===== src/rtl/floo_wh_out_arbiter.sv =====
// floo_wh_out_arbiter: wormhole output-port arbiter with round-robin packet selection
//
// Picks one of NumInp flit streams with round-robin priority. Once the first
// flit of a multi-flit packet is accepted, the chosen input is held until its
// last flit is accepted. Accepted flits land in a one-entry output register.
//
// Ports:
//   clk_i        clock, all state on the rising edge
//   rst_i        asynchronous active-high reset
//   valid_i      per-input flit valid
//   ready_o      per-input flit accept (only the granted input can be high)
//   data_i       per-input flit payload
//   last_i       per-input last-flit-of-packet flag
//   valid_o      output register holds a flit
//   ready_i      downstream accept
//   data_o       registered payload
//   last_o       registered last flag
//   idx_o        source input of the flit in data_o
//   locked_o     high while a packet holds the output
//   stall_cnt_o  saturating count of cycles with valid_o && !ready_i
//
// Build option: define FLOO_WH_ARB_STALL_CNT_EN to include the stall counter;
// without it stall_cnt_o is tied to zero.
module floo_wh_out_arbiter #(
    parameter  int unsigned NumInp    = 4,
    parameter  int unsigned DataWidth = 64,
    localparam int unsigned IdxW      = $clog2(NumInp)
) (
    input  logic                               clk_i,
    input  logic                               rst_i,
    input  logic [NumInp-1:0]                  valid_i,
    output logic [NumInp-1:0]                  ready_o,
    input  logic [NumInp-1:0][DataWidth-1:0]   data_i,
    input  logic [NumInp-1:0]                  last_i,
    output logic                               valid_o,
    input  logic                               ready_i,
    output logic [DataWidth-1:0]               data_o,
    output logic                               last_o,
    output logic [IdxW-1:0]                    idx_o,
    output logic                               locked_o,
    output logic [15:0]                        stall_cnt_o
);

    typedef enum logic {IDLE, LOCKED} state_e;

    state_e               state_q, state_d;
    logic [IdxW-1:0]      ptr_q, ptr_d;
    logic [IdxW-1:0]      lock_idx_q, lock_idx_d;
    logic                 valid_q, valid_d;
    logic [DataWidth-1:0] data_q, data_d;
    logic                 last_q, last_d;
    logic [IdxW-1:0]      idx_q, idx_d;

    logic [IdxW-1:0]      idle_gnt, gnt;
    logic                 any_valid, gnt_vld, slot_free, hs;

    // (base + off) mod NumInp for off < NumInp
    function automatic logic [IdxW-1:0] wrap_inc(input logic [IdxW-1:0] base, input int unsigned off);
        int unsigned s;
        s = 32'(base) + off;
        if (s >= NumInp) s = s - NumInp;
        return s[IdxW-1:0];
    endfunction

    // Round-robin search starting at ptr; scanning downward lets the
    // closest-to-ptr valid input win.
    always_comb begin
        idle_gnt  = ptr_q;
        any_valid = 1'b0;
        for (int k = int'(NumInp) - 1; k >= 0; k--) begin
            if (valid_i[wrap_inc(ptr_q, 32'(k))]) begin
                idle_gnt  = wrap_inc(ptr_q, 32'(k));
                any_valid = 1'b1;
            end
        end
    end

    // A locked packet keeps the grant even while its source has no valid flit.
    assign gnt       = (state_q == LOCKED) ? lock_idx_q : idle_gnt;
    assign gnt_vld   = (state_q == LOCKED) ? valid_i[lock_idx_q] : any_valid;
    assign slot_free = !valid_q || ready_i;
    assign hs        = gnt_vld && slot_free;

    // State register
    always_ff @(posedge clk_i or posedge rst_i) begin
        if (rst_i) begin
            state_q    <= IDLE;
            ptr_q      <= '0;
            lock_idx_q <= '0;
        end else begin
            state_q    <= state_d;
            ptr_q      <= ptr_d;
            lock_idx_q <= lock_idx_d;
        end
    end

    // Next-state logic
    always_comb begin
        state_d    = state_q;
        ptr_d      = ptr_q;
        lock_idx_d = lock_idx_q;
        if (hs) begin
            if (last_i[gnt]) begin
                state_d = IDLE;
                ptr_d   = wrap_inc(gnt, 32'd1);
            end else if (state_q == IDLE) begin
                state_d    = LOCKED;
                lock_idx_d = gnt;
            end
        end
    end

    // Output logic
    always_comb begin
        ready_o      = '0;
        ready_o[gnt] = hs;
        locked_o     = (state_q == LOCKED);
    end

    // Output register: a new flit replaces the drained one in the same cycle.
    always_comb begin
        valid_d = hs ? 1'b1 : (ready_i ? 1'b0 : valid_q);
        data_d  = hs ? data_i[gnt] : data_q;
        last_d  = hs ? last_i[gnt] : last_q;
        idx_d   = hs ? gnt : idx_q;
    end

    always_ff @(posedge clk_i or posedge rst_i) begin
        if (rst_i) begin
            valid_q <= 1'b0;
            data_q  <= '0;
            last_q  <= 1'b0;
            idx_q   <= '0;
        end else begin
            valid_q <= valid_d;
            data_q  <= data_d;
            last_q  <= last_d;
            idx_q   <= idx_d;
        end
    end

    assign valid_o = valid_q;
    assign data_o  = data_q;
    assign last_o  = last_q;
    assign idx_o   = idx_q;

`ifdef FLOO_WH_ARB_STALL_CNT_EN
    logic [15:0] stall_q, stall_d;

    always_comb stall_d = (valid_q && !ready_i && stall_q != 16'hFFFF) ? stall_q + 16'd1 : stall_q;

    always_ff @(posedge clk_i or posedge rst_i) begin
        if (rst_i) stall_q <= '0;
        else       stall_q <= stall_d;
    end

    assign stall_cnt_o = stall_q;
`else
    assign stall_cnt_o = '0;
`endif

endmodule

===== config.mk =====
export PLATFORM = sky130hd
export DESIGN_NAME = floo_wh_out_arbiter
export DESIGN_NICKNAME = d
export VERILOG_FILES = /design/src/rtl/floo_wh_out_arbiter.sv
export SDC_FILE = /design/constraint.sdc
export NUM_CORES = 1
export LEC_CHECK = 0
export BUFFER_PORTS_ARGS = -buffer_cell sky130_fd_sc_hd__buf_4
export CORE_AREA = 2 2 138 140
export CTS_CLUSTER_SIZE = 25
export DETAILED_ROUTE_END_ITERATION = 7
export DIE_AREA = 0 0 140 142
export HOLD_SLACK_MARGIN = 0.02
export PLACE_DENSITY = 0.64
export SETUP_SLACK_MARGIN = 0.1
export SYNTH_ARGS = -nofsm -noshare
export SYNTH_HDL_FRONTEND = slang
export SYNTH_SLANG_ARGS = --single-unit

===== constraint.sdc =====
create_clock -name clk_i -period 2.8 [get_ports clk_i]
set_input_delay 0 -clock clk_i [delete_from_list [all_inputs] [get_ports clk_i]]
set_output_delay 0 -clock clk_i [all_outputs]
set_load 0.02 [all_outputs]

==> results.json <==
{
  "reg2reg_setup_slack_ns": 0.19,
  "worst-path-max-fanout": 15,
  "cp_data_arrival_time_ns": 2.80,
  "synth_async_sr_flop_share_pct": 100,
  "initial_core_util_pct": 27.3,
  "synth.area.top_cells": "sky130_fd_sc_hd__dfrtp_1 36%, sky130_fd_sc_hd__mux2i_1 24%, sky130_fd_sc_hd__o221ai_1 9.7%",
  "cell_accounting_for_the_most_synthesized_area": "sky130_fd_sc_hd__dfrtp_1",
  "num_rows": 50,
  "finalWirelength_um": 21900,
  "grt_pass1_wl_um": 33000,
  "cell_area_after_synthesis_um2": 5040,
  "drt_pre_antenna_iters": 7,
  "mapped_cells": 484,
  "synth_warnings": 0,
  "r2r_end": "data_o[21]",
  "holdCritPathClass": "input port to register",
  "synth.yosys.seq_area_share_pct": 36.3,
  "flip_flop_and_latch_count_after_synthesis": 73,
  "die_h_um": 142,
  "die_area_um2": 19900,
  "hold_violations": 0,
  "rr_worst_depth": 10,
  "h-tree-depth": 3,
  "list_of_most_frequent_post_synthesis_cells": "122 x sky130_fd_sc_hd__mux2i_1, 73 x sky130_fd_sc_hd__dfrtp_1, 67 x sky130_fd_sc_hd__nand2_1, 56 x sky130_fd_sc_hd__o221ai_1, 17 x sky130_fd_sc_hd__clkbuf_1",
  "drc_errors": 34,
  "finish.cell_count_without_fillers": 1263,
  "critPathLaunchType": "register",
  "die_x_um": 140,
  "post-synth-top-area-fraction_pct": 36.3,
  "final.period_utilization_pct": 93.0,
  "synth_edf_count": 0,
  "final.min_clock_period_ns": 2.61,
  "worstSkewPairLatency_ns": 0.33,
  "status": "complete, but fails checks",
  "powerDensity_nw_per_um2": 891,
  "failed_checks": "DRC",
  "worst_setup_path_end_kind": "register",
  "crit_start": "ptr_q[1]",
  "drt_iter0_markers": 258,
  "crit_required_ns": 2.99,
  "timing_worst_setup_path_type": "register to register",
  "syn_avg_cell_area_um2": 10.4,
  "cts_root_buffer": "sky130_fd_sc_hd__clkbuf_16",
  "layout-drive-gt1-share_pct": 38.3,
  "finalSetupViolCount": 0,
  "r2r-start": "ptr_q[1]",
  "yosys_most_used_dff": "sky130_fd_sc_hd__dfrtp_1",
  "antenna_violating_nets_post_route": 0,
  "timing.fmax_mhz": 384,
  "finish.net_count": 1294,
  "clock_tree_from_tritoncts": "done",
  "detailedPlacementHpwl_um": 13900,
  "worstMarginPinSlew_ns": 0.652,
  "placed_instances": 1038,
  "place.port_buffers": 339,
  "grt.overflow.total": 0,
  "peakVddDrop_uv": 447,
  "clkTransAtPathRegs_ns": 0.06,
  "cts_made_buffers": 9,
  "cts-root-to-sink-buffers": 2,
  "hold-worst-slack_ns": 0.0316,
  "antenna_found_initial": 0,
  "global_route.usage.total_pct": 21.0,
  "rsz0062_at_grt": "yes",
  "power.static_leakage_nw": 4.83,
  "first_global_vias": 6325,
  "grt_max_degree": 43,
  "fp.coreArea_um2": 18500,
  "fin_skew_ns": 0.00890,
  "most_common_cell_in_the_netlist": "sky130_fd_sc_hd__mux2i_1",
  "count_of_distinct_cell_types_in_the_synthesized_netlist": 45,
  "drv_cap": 0,
  "route.detailed.vias_per_inst": 4.81,
  "clock-sinks": 73,
  "totalNegativeSetupSlack_ns": 0,
  "vias": 6078,
  "num_io_pins": 356,
  "routedWlPerCell_um": 17.3,
  "timing.hold.worst_path_depth": 3,
  "routabilityCongestion": 0.794,
  "max-slew-margin-rel_pct": 56.5,
  "endpoint": "data_o[21]",
  "final_max_slew_viol_count": 0,
  "syn_to_final_growth_pct": 102
}
==> cell families (layout without fill, tap and decap cells) <==
group | Yosys count | after routing | share of synthesized area [%]
AOI/OAI and AO/OA | 113 | 113 | 17.7
adders and majority gates | 4 | 4 | 0.994
buffers and inverters | 62 | 591 | 9.07
DFF | 73 | 73 | 36.3
muxes | 134 | 134 | 27.1
other | 1 | 17 | 0.0744
and+or+nand+nor | 97 | 97 | 8.74
==> cell type report <==
type,instances,area [µm²]
sequential,73,1830
timing repair buffer,569,4870
clock buffer,11,233
tap,234,293
multi-input combinational,364,2820
fill,1470,8280
inverter,6,28.8
antenna,1,2.50
clock inverter,5,104
==> repair_timing <==
| action | 4_1_cts | 5_1_grt |
|---|---|---|
| endpoints found under the setup margin | 0 | 11 |
| resized for setup | 0 | 5 |
| buffers inserted | 0 | 0 |
| endpoints found under the hold margin | 90 | 1 |
| hold buffers | 206 | 1 |
==> cells in the final DEF, fill, tap and decap left out, types with 3 or more instances in the layout <==
cell type / n
sky130_fd_sc_hd__clkbuf_16: 10
sky130_fd_sc_hd__a21oi_1: 16
sky130_fd_sc_hd__dlygate4sd3_1: 207
sky130_fd_sc_hd__ha_1: 4
sky130_fd_sc_hd__mux2_1: 10
sky130_fd_sc_hd__o221ai_1: 56
sky130_fd_sc_hd__nand2_1: 65
sky130_fd_sc_hd__o22a_1: 9
sky130_fd_sc_hd__buf_4: 356
sky130_fd_sc_hd__bufinv_16: 3
sky130_fd_sc_hd__dfrtp_1: 71
sky130_fd_sc_hd__a211oi_1: 8
sky130_fd_sc_hd__and2_1: 4
sky130_fd_sc_hd__conb_1: 16
sky130_fd_sc_hd__o21ai_0: 4
sky130_fd_sc_hd__o22ai_1: 9
sky130_fd_sc_hd__mux2i_1: 121
sky130_fd_sc_hd__buf_12: 3
sky130_fd_sc_hd__nor2b_1: 13
==> critical path: stages (launching register included) <==
cell and delay (ns):
sky130_fd_sc_hd__dfrtp_2 0.44, sky130_fd_sc_hd__a21boi_0 0.11, sky130_fd_sc_hd__o21ba_2 0.21, sky130_fd_sc_hd__nor3_2 0.16, sky130_fd_sc_hd__inv_2 0.06, sky130_fd_sc_hd__o21a_4 0.21, sky130_fd_sc_hd__clkinv_4 0.12, sky130_fd_sc_hd__buf_6 0.23
sky130_fd_sc_hd__mux2i_1 0.22, sky130_fd_sc_hd__dlygate4sd3_1 0.58, sky130_fd_sc_hd__o221ai_1 0.12
==> sequential cells by signal (all words and copies together) (netlist names) <==
name	count
ptr_q	2
data_o	64
last_o	1
valid_o	1
lock_idx_q	2
locked_o	1
idx_o	2
==> worst min-delay path by stage <==
stage,from,endpoint
2_1_floorplan,data_i[29],data_o[29]
3_3_place_gp,rst_i,data_o[60]
3_5_place_dp,rst_i,data_o[60]
4_1_cts,data_i[149],data_o[21]
5_1_grt,data_i[161],data_o[33]
6_report,data_i[186],data_o[58]
==> stage by stage <==
step	utilization [%]	setup slack, ns	instance area, µm²	total power, mW
5_1_grt	55.1	0.0802	10200	9.61
6_report	55.2	0.195	10200	9.06
2_1_floorplan	-	0.498	5090	5.55
3_3_place_gp	41.9	0.525	7720	7.24
4_1_cts	54.9	0.127	10100	8.99
3_5_place_dp	41.9	0.437	7720	7.29
==> report_power, final <==
part           internal, mW  switching [mW]  total [mW]
Sequential             1.60           0.313        1.91
Clock                 0.872           0.455        1.33
Combinational          2.75            3.07        5.82
Total                  5.22            3.84        9.06
==> layer usage <==
| layer | vias up | global-route usage [%] | wire, µm |
|---|---|---|---|
| li1 | 2883 | - | - |
| met1 | 2849 | 24.0 | 8450 |
| met2 | 283 | 36.9 | 11000 |
| met3 | 63 | 6.06 | 1560 |
| met4 | 0 | 9.14 | 803 |
| met5 | - | 0 | 0 |
Power figures use the tool's default switching activity.
